$ cat config.mk
export PLATFORM = sky130hd
export DESIGN_NAME = hazard_scoreboard
export DESIGN_NICKNAME = d
export VERILOG_FILES = /design/src/rtl/hazard_pkg.sv /design/src/rtl/hazard_scoreboard_md.sv /design/src/rtl/hazard_scoreboard.sv
export SDC_FILE = /design/constraint.sdc
export NUM_CORES = 1
export LEC_CHECK = 0
export ABC_AREA = 1
export CAP_MARGIN = 25
export CORE_MARGIN = 2
export CORE_UTILIZATION = 49
export CTS_CLUSTER_DIAMETER = 100
export DETAILED_ROUTE_END_ITERATION = 6
export GPL_TIMING_DRIVEN = 0
export PLACE_DENSITY_LB_ADDON = 0.3
export SLEW_MARGIN = 10
export SYNTH_ARGS = -nofsm -noshare
export SYNTH_HDL_FRONTEND = slang
export SYNTH_SLANG_ARGS = --single-unit
export TNS_END_PERCENT = 50
$ cat constraint.sdc
create_clock -name clk -period 4.7 [get_ports clk]
set_input_delay 1.41 -clock clk [delete_from_list [all_inputs] [get_ports clk]]
set_output_delay 1.41 -clock clk [all_outputs]
set_load 0.02 [all_outputs]
$ cat src/rtl/hazard_pkg.sv
// hazard_pkg: shared constants, scoreboard entry type and Tnew ageing helper for hazard_scoreboard.
package hazard_pkg;

  localparam int unsigned HZ_AW = 5;
  localparam int unsigned HZ_TW = 3;

  localparam logic [HZ_TW-1:0] TUSE_NONE   = '1;
  localparam logic [HZ_TW-1:0] TUSE_BRANCH = 3'd0;
  localparam logic [HZ_TW-1:0] TUSE_ALU    = 3'd1;
  localparam logic [HZ_TW-1:0] TUSE_STORE  = 3'd2;
  localparam logic [HZ_TW-1:0] TNEW_ALU    = 3'd1;
  localparam logic [HZ_TW-1:0] TNEW_LOAD   = 3'd2;
  localparam logic [HZ_TW-1:0] TNEW_MFC0   = 3'd2;
  localparam logic [HZ_TW-1:0] TNEW_MFHILO = 3'd1;

  localparam int unsigned FWD_RF = 0;

  typedef struct packed {
    logic             valid;
    logic [HZ_AW-1:0] wa;
    logic [HZ_TW-1:0] tnew;
    logic             epc;
  } hz_entry_t;

  // One stage closer to write-back: Tnew counts down and sticks at zero.
  function automatic logic [HZ_TW-1:0] tnew_age(input logic [HZ_TW-1:0] t);
    return (t == '0) ? '0 : t - HZ_TW'(1);
  endfunction

endpackage

$ cat src/rtl/hazard_scoreboard_md.sv
// md_busy_counter: mult/div busy counter, reloaded on every start and counting down to idle.
module md_busy_counter #(
  parameter int unsigned MULT_LAT = 5,
  parameter int unsigned DIV_LAT  = 10
) (
  input  logic clk,
  input  logic reset,
  input  logic start,
  input  logic is_div,
  output logic md_busy
);

  localparam int unsigned MAX_LAT = (DIV_LAT > MULT_LAT) ? DIV_LAT : MULT_LAT;
  localparam int unsigned CW      = $clog2(MAX_LAT + 1);

  logic [CW-1:0] cnt;

  always_ff @(posedge clk or negedge reset) begin
    if (!reset) begin
      cnt <= '0;
    end else if (start) begin
      cnt <= is_div ? CW'(DIV_LAT) : CW'(MULT_LAT);
    end else if (cnt != '0) begin
      cnt <= cnt - CW'(1);
    end
  end

  assign md_busy = (cnt != '0);

endmodule

$ cat src/rtl/hazard_scoreboard.sv
// hazard_scoreboard: D-stage stall/forward unit over a scoreboard of in-flight GPR writes.
// Define HAZARD_PERF_EN to build the 32-bit stall-cycle performance counter.
module hazard_scoreboard
  import hazard_pkg::*;
#(
  parameter int unsigned NUM_STAGES = 3,
  parameter int unsigned NUM_SRC    = 2,
  parameter int unsigned REG_AW     = HZ_AW,
  parameter int unsigned TNEW_W     = HZ_TW,
  parameter int unsigned MULT_LAT   = 5,
  parameter int unsigned DIV_LAT    = 10
) (
  input  logic                                       clk,
  input  logic                                       reset,
  input  logic [NUM_SRC*REG_AW-1:0]                  ra_d,
  input  logic [NUM_SRC*TNEW_W-1:0]                  tuse_d,
  input  logic                                       issue_we,
  input  logic [REG_AW-1:0]                          issue_wa,
  input  logic [TNEW_W-1:0]                          issue_tnew,
  input  logic                                       issue_mtc0_epc,
  input  logic                                       eret_d,
  input  logic                                       md_use_d,
  input  logic                                       md_start,
  input  logic                                       md_is_div,
  input  logic                                       flush,
  output logic                                       stall,
  output logic                                       stall_data,
  output logic                                       stall_md,
  output logic                                       stall_eret,
  output logic [NUM_SRC*$clog2(NUM_STAGES+1)-1:0]    fwd_sel,
  output logic                                       md_busy,
  output logic [31:0]                                perf_stall_cnt
);

  localparam int unsigned FW = $clog2(NUM_STAGES + 1);

  hz_entry_t         ent   [NUM_STAGES];
  hz_entry_t         aged  [NUM_STAGES-1];
  hz_entry_t         issue_ent;
  logic [REG_AW-1:0] ra    [NUM_SRC];
  logic [TNEW_W-1:0] tuse  [NUM_SRC];
  logic              hit;
  logic [TNEW_W-1:0] m_tnew;
  logic [FW-1:0]     m_idx;
  logic              any_epc;

  // Entry written into E by the instruction leaving D.
  always_comb begin
    issue_ent       = '0;
    issue_ent.valid = issue_we && (issue_wa != '0);
    issue_ent.wa    = issue_wa;
    issue_ent.tnew  = issue_tnew;
    issue_ent.epc   = issue_mtc0_epc;
  end

  always_comb begin
    for (int k = 0; k < NUM_STAGES - 1; k++) begin
      aged[k]      = ent[k];
      aged[k].tnew = tnew_age(ent[k].tnew);
    end
  end

  // Scoreboard shift register; a stalled D inserts a bubble into E.
  always_ff @(posedge clk or negedge reset) begin
    if (!reset) begin
      for (int k = 0; k < NUM_STAGES; k++) ent[k] <= '0;
    end else if (flush) begin
      for (int k = 0; k < NUM_STAGES; k++) ent[k] <= '0;
    end else begin
      ent[0] <= stall ? '0 : issue_ent;
      for (int k = 1; k < NUM_STAGES; k++) ent[k] <= aged[k-1];
    end
  end

  always_comb begin
    for (int i = 0; i < NUM_SRC; i++) begin
      ra[i]   = ra_d[i*REG_AW +: REG_AW];
      tuse[i] = tuse_d[i*TNEW_W +: TNEW_W];
    end
  end

  // Youngest matching entry wins: scan oldest to youngest so the youngest overwrites.
  always_comb begin
    stall_data = 1'b0;
    fwd_sel    = '0;
    hit        = 1'b0;
    m_tnew     = '0;
    m_idx      = '0;
    for (int i = 0; i < NUM_SRC; i++) begin
      hit    = 1'b0;
      m_tnew = '0;
      m_idx  = FW'(FWD_RF);
      for (int k = int'(NUM_STAGES) - 1; k >= 0; k--) begin
        if (ent[k].valid && (ent[k].wa == ra[i])) begin
          hit    = 1'b1;
          m_tnew = ent[k].tnew;
          m_idx  = FW'(k + 1);
        end
      end
      if (hit && (ra[i] != '0)) begin
        if ((tuse[i] != TUSE_NONE) && (m_tnew > tuse[i])) stall_data = 1'b1;
        if (m_tnew == '0) fwd_sel[i*FW +: FW] = m_idx;
      end
    end
  end

  always_comb begin
    any_epc = 1'b0;
    for (int k = 0; k < NUM_STAGES; k++) any_epc = any_epc | ent[k].epc;
  end

  md_busy_counter #(
    .MULT_LAT (MULT_LAT),
    .DIV_LAT  (DIV_LAT)
  ) u_md (
    .clk     (clk),
    .reset   (reset),
    .start   (md_start),
    .is_div  (md_is_div),
    .md_busy (md_busy)
  );

  assign stall_md   = md_use_d && (md_busy || md_start);
  assign stall_eret = eret_d && any_epc;
  assign stall      = stall_data || stall_md || stall_eret;

`ifdef HAZARD_PERF_EN
  logic [31:0] perf_q;

  always_ff @(posedge clk or negedge reset) begin
    if (!reset) begin
      perf_q <= 32'd0;
    end else if (stall && !flush) begin
      perf_q <= perf_q + 32'd1;
    end
  end

  assign perf_stall_cnt = perf_q;
`else
  assign perf_stall_cnt = 32'd0;
`endif

endmodule

==> impl_metrics.yaml, run 1 <==
flow_run:
  timing.max_cap.violations: 0
logic_synthesis:
  ys_seq_area_frac: 0.323
  netlist-cell-type-count: 36
  synth-seq-cells: 34
  synth_area_per_cell_um2: 7.03
  synth_area_um2: 2640
  yosysWarnings: 0
  syn_inst: 375
worst_hold_path:
  hold_class: "flip-flop to flip-flop"
  min_from: "ent[11]"
floorplan:
  dieWidth_um: 77.4
  rows: 26
  core_area_um2: 5140
  die_area_um2: 5990
  start_util: 0.513
  die_height_um: 77.4
  ios: 74
pwr:
  leakagePower_nw: 1.89
  power_density_nw_per_um2: 206
  ir_drop_uv: 203
placed_design:
  io_buffers: 41
  post-dp-hpwl_mm: 4.43
  gp_congestion: 0.896
final_layout:
  final_nets: 512
  n_antenna_cell: 0
  multi_input_area_um2: 1580
  regArea_um2: 851
  layout-drive-gt1-share: 0.303
  fillCellCount: 416
  post-route-util: 0.709
  area_growth_syn_to_layout_pct: 38.1
detailed_routing:
  routed_via_density: 4.52
  route.final.wire_length_mm: 5.84
  first_pass_iters: 4
  vias: 2430
  routedWlPerCell_um: 10.9
  ant_nets: 0
  drc: 0
  drt_iter0_markers: 178
worst_setup_path:
  startpoint: "ra_d[2]"
  critPathMaxFanout: 7
  crit_required_ns: 3.29
  rrSetupSlack_ns: 2.20
  startpoint_type: "primary input"
  worstReg2RegStart: "aged[16]"
  crit_type: "primary input to primary output"
  cp-end-kind: "primary output"
  arrival_ns: 3.36
cts:
  clkSinkCount: 34
  cts_made_buffers: 5
  holdBufCountCts: 0
  cts_tree: "built"
  clk_latency_ns: 0.29
  h-tree-depth: 2
  ctsLongestPathBuffers: 2
  clk_pin_slew_worst_paths_ns: 0.07
  clockRootBuffer: "clkbuf_8"
global_route:
  grt_usage: 0.211
  antenna_found_initial: 0
  grt_max_degree: 35
  grt_pass1_vias: 2314
  grt_pass1_wl_mm: 10.2
  grt_remaining_overflow: 0
sta:
  tightest_slew_ns: 0.739
  postLayoutSetupSlackWorst_ns: -0.0729
  rsz0062_at_grt: "yes"
  hold_viol: 0
  maxSlewHeadroom: 0.507
  fin_crit_ns: 4.77
  hold_ws_ns: 0.483
  slew_violations: 0
  clock_skew_ns: 0.00470
  finalSetupViolations: 1
  fmax_ghz: 0.210
  finalCritPeriodShare: 1.02
outcome:
  violations: "setup timing"
  status: "complete, but fails checks"
-- path summary, 6_finish.rpt --
path	depth (start not counted)	to
worst max-delay path	20	stall_data
worst min-delay path	1	ent[1]
worst max register to register	17	ent[23]
worst min register to register	1	ent[1]
max in group asynchronous	1	u_md.cnt[2]
min in group asynchronous	1	ent[2]
-- kinds of logic after synthesis --
kind of cell    after synthesis  share of synthesized area
compound gates               20                     0.0498
xor+xnor                      7                     0.0232
fa+ha+maj                    12                     0.0569
simple gates                205                      0.361
buf+inv                      96                      0.185
flops                        34                      0.323
other cells                   1                    0.00142
-- what timing repair did --
item / in CTS / in global routing
setup endpoints to repair: 6 / 4
pin swaps: 20 / 27
resized for setup: 82 / 42
setup buffers: 14 / 0
-- layout by cell type (no fill, tap or decap), types with 4 or more instances in the layout --
| cell type | count |
|---|---|
| clkbuf_8 | 6 |
| inv_2 | 11 |
| clkdlybuf4s50_1 | 28 |
| buf_4 | 46 |
| nand3_1 | 17 |
| inv_1 | 44 |
| nor2_4 | 4 |
| conb_1 | 32 |
| buf_6 | 9 |
| dfrtp_1 | 34 |
| nor2_1 | 43 |
| nand2_2 | 10 |
| o21ai_2 | 5 |
| ha_1 | 9 |
| nor2_2 | 22 |
| nand2_1 | 91 |
-- through the flow --
stage	instances	power [mW]	instance area, um^2	setup slack [ns]	TNS, ns
detailed placement	517	0.517	3250	-1.31	-3.53
CTS	539	0.745	3530	-0.190	-0.348
finish	538	0.751	3640	-0.0729	-0.0729
global placement	517	0.512	3250	-1.22	-3.23
floorplan	406	0.453	2750	0.258	0
global route	538	0.796	3640	-0.270	-0.481
-- flip-flops by register name, indices dropped and copies added (netlist names) --
name	cells
ent	16
u_md.cnt	4
aged	14
-- where the power goes --
part | internal, mW | switching [mW]
logic | 0.0934 | 0.120
registers | 0.308 | 0.0101
clock network | 0.118 | 0.101
-- cell usage after synthesis, drive strengths merged --
library cell	count	area share
nand2	103	0.15
nor2	70	0.13
inv	58	0.083
dfrtp	34	0.32
buf	33	0.095
nand3	22	0.057
ha	12	0.057
o21ai	9	0.023
xnor2	6	0.020
a21oi	5	0.0095
nor3	4	0.0076
clkinv	3	0.0043
a211oi	2	0.0057
clkbuf	2	0.0028
nand3b	2	0.0071
nand4	2	0.0047
a2bb2oi	1	0.0033
conb	1	0.0014
nor4	1	0.0024
o22ai	1	0.0024
o311ai	1	0.0033
o31ai	1	0.0028
or3	1	0.0024
xor2	1	0.0033
-- worst max-delay path, stage by stage --
cell and delay, ns:
buf_6 0.11, inv_2 0.04, nand2_1 0.06, nand2_1 0.06
nor2_2 0.14, nand3_4 0.12, nor2_1 0.13, nor2_1 0.05
nand2_1 0.06, nand2_2 0.06, inv_2 0.06, ha_4 0.19
nand2_2 0.07, nor2_2 0.04, a211oi_2 0.20, nor3_2 0.08
o21ai_2 0.14, buf_4 0.16, nand2_2 0.05, buf_6 0.12
-- metal layers --
| layer | global-route usage | routed length [um] | up-vias |
|---|---|---|---|
| met5 | 0 | 0 | - |
| met1 | 0.267 | 2510 | 1084 |
| met4 | 0.0732 | 91 | 0 |
| li1 | - | - | 1260 |
| met2 | 0.366 | 2890 | 77 |
| met3 | 0.0337 | 349 | 9 |
-- layout make-up --
class,instances,area share
multi-input combinational,276,0.434
sequential,34,0.234
timing repair buffer,55,0.148
buffer,34,0.0680
inverter,61,0.0670
tap,70,0.0240
clock buffer,7,0.0237
clock inverter,1,0.00137
Power figures use the tool's default switching activity.
==> run 2: changes to the inputs <==
Settings changed: ABC_AREA 1 to 0, CORE_UTILIZATION 49 to 47.
==> impl_metrics.yaml, run 2 <==
global_route:
  grt_pass1_vias: 2073
  grt_max_degree: 35
  antenna_found_initial: 0
  grt_remaining_overflow: 0
  grt_usage: 0.214
  grt_pass1_wl_mm: 9.78
logic_synthesis:
  synth.most_common_cell: "dfrtp_1"
  syn_inst: 277
  synth-seq-cells: 34
  netlist_top_cells_count: "dfrtp_1, buf_4, inv_1, nor2_1, xnor2_1"
  yosysTopAreaCell: "dfrtp_1"
  yosysWarnings: 0
  async_flop_share: 1.00
  synth_area_per_cell_um2: 8.77
  synth-edff-count: 0
  ys_seq_area_frac: 0.350
  synth_ff_type: "dfrtp_1"
  synth_area_um2: 2430
  synth_top_area_share: 0.350
  netlist-cell-type-count: 37
  synthTopCellsByArea: "dfrtp_1, buf_4, xnor2_1"
final_layout:
  regArea_um2: 851
  top_register: "ent"
  n_antenna_cell: 0
  largest_reg_flops: 16
  multi_input_area_um2: 1670
  final_cell_mix: "buf_4, dfrtp_1, conb_1, inv_1, clkdlybuf4s50_1"
  post-route-util: 0.700
  layout_commonest_cell: "buf_4"
  layout-drive-gt1-share: 0.301
  area_growth_syn_to_layout_pct: 45.4
  final_nets: 410
  fillCellCount: 376
sta:
  hold_viol: 0
  postLayoutSetupSlackWorst_ns: -0.404
  rsz0062_at_grt: "yes"
  tightest_slew_ns: 0.722
  hold_ws_ns: 0.490
  fin_tns_setup_ns: -1.05
  fmax_ghz: 0.196
  clock_skew_ns: 0.00761
  slew_violations: 0
  maxSlewHeadroom: 0.519
  finalCritPeriodShare: 1.09
  fin_crit_ns: 5.10
  finalSetupViolations: 5
pwr:
  leakagePower_nw: 1.70
  p_seq_frac: 0.434
  power_switching_uw: 219
  power.total_uw: 742
  ir_drop_uv: 232
  power_density_nw_per_um2: 210
  internal_power_uw: 523
  p_comb_frac: 0.268
  sw_frac_of_total: 0.296
  pwr-share-clk: 0.297
detailed_routing:
  route.final.wire_length_mm: 6.06
  routedWlPerCell_um: 13.9
  routed_via_density: 4.86
  ant_nets: 0
  drt_iter0_markers: 141
  vias: 2121
  drc: 0
  first_pass_iters: 5
worst_setup_path:
  path_depth: 12
  cpMostUsedCell: "buf_6"
  crit_chain: "buf_6, xnor2_2, nand4_1, buf_4, o211ai_1, a31oi_2, ha_1, a21o_1, a21oi_2, a311o_2, nand3_2, buf_6"
  arrival_ns: 3.69
  critPathMaxFanout: 4
  critPathTopFamily: "compound AO/OA/AOI/OAI gates"
  critPathSlowestCell: "a311o_2"
  startpoint_type: "primary input"
  r2r_cells: 9
  cp-end-kind: "primary output"
  worst-path-buf-inv: 3
  crit_required_ns: 3.29
  crit_type: "primary input to primary output"
  slowest_delay_ns: 0.42
worst_hold_path:
  hold_class: "flip-flop to flip-flop"
  hold_depth: 1
placed_design:
  post-dp-hpwl_mm: 4.03
  gp_congestion: 0.961
  io_buffers: 41
  place_ws_ns: -1.42
cts:
  cts_tree: "built"
  cts_made_buffers: 5
  clockRootBuffer: "clkbuf_8"
  clk_latency_ns: 0.29
  clk_pin_slew_worst_paths_ns: 0.07
  holdBufCountCts: 0
  h-tree-depth: 2
  ctsLongestPathBuffers: 2
  clkSinkCount: 34
floorplan:
  die_area_um2: 5760
  dieWidth_um: 75.9
  ios: 74
  rows: 26
  die_height_um: 75.9
  start_util: 0.482
  core_area_um2: 5040
flow_run:
  timing.max_cap.violations: 0
outcome:
  status: "complete, but fails checks"
  violations: "setup timing"
## run 2: cell count changes in the layout (fill, tap and decap cells not counted), moves of 9 or more
cell and delta:
inv_2 -11, nand2_2 -9, nand2_1 -74, nor2_1 -21, nor2b_1 +16, nand3_1 -9, inv_1 -20, nor2_2 -20
xnor2_2 +10
## run 2: cell type report
class | count | area share
Buffer | 35 | 0.0723
Multi-Input combinational cell | 214 | 0.473
Inverter | 24 | 0.0255
Clock inverter | 1 | 0.00142
Sequential cell | 34 | 0.241
Tap cell | 70 | 0.0248
Timing Repair Buffer | 51 | 0.138
Clock buffer | 7 | 0.0244
## run 2: final timing paths
path	startpoint	to	slack [ns]
max	ra_d[0]	stall	-0.40
min	aged[0]	ent[0]	0.49
max reg2reg	aged[4]	aged[17]	1.90
max in group asynchronous	reset	aged[0]	3.06
min reg2reg	aged[0]	ent[0]	0.49
min in group asynchronous	reset	u_md.cnt[1]	1.17
## run 2: worst reg2reg max path: cells and delay by family (launching register included)
family | cells | cell delay [ns]
simple gates | 3 | 0.48
flops | 1 | 0.47
xor+xnor | 1 | 0.23
fa+ha+maj | 1 | 0.31
compound gates | 4 | 1.19
## run 2: stage by stage
stage | cell area [um^2] | instances
detailed placement | 3060 | 419
global route | 3530 | 436
floorplan | 2560 | 308
finish | 3530 | 436
global placement | 3060 | 419
CTS | 3430 | 436
## run 2: power by group through the flow
stage	clock, mW	sequential (mW)	combinational [mW]
2_1_floorplan	0	0.322	0.117
3_3_place_gp	0	0.325	0.171
3_5_place_dp	0	0.325	0.174
4_1_cts	0.225	0.322	0.189
5_1_grt	0.239	0.325	0.217
6_report	0.221	0.323	0.199
## run 2: cell families (layout without fill, tap and decap cells)
kind of cell               Yosys count  count (layout)  share of synthesized area
xor gates and xnor gates            32              32                      0.115
AOI/OAI and AO/OA                   32              32                     0.0932
buffers and inverters               60             118                      0.143
adders and majority gates           12              12                     0.0618
and+or+nand+nor                    106             106                      0.235
other                                1              32                    0.00154
DFF                                 34              34                      0.350
## run 2: metal layers
metal  vias up  wire, um  track usage
met3        26       404       0.0452
li1       1032         -            -
met5         -         0            0
met1       968      2360        0.257
met4         0       304        0.131
met2        95      2990        0.351
## run 2: repair_timing
action | CTS | global route
pin swaps | 37 | 20
endpoints found under the setup margin | 6 | 6
resized for setup | 110 | 25
cloned | 0 | 0
buffers inserted | 10 | 0
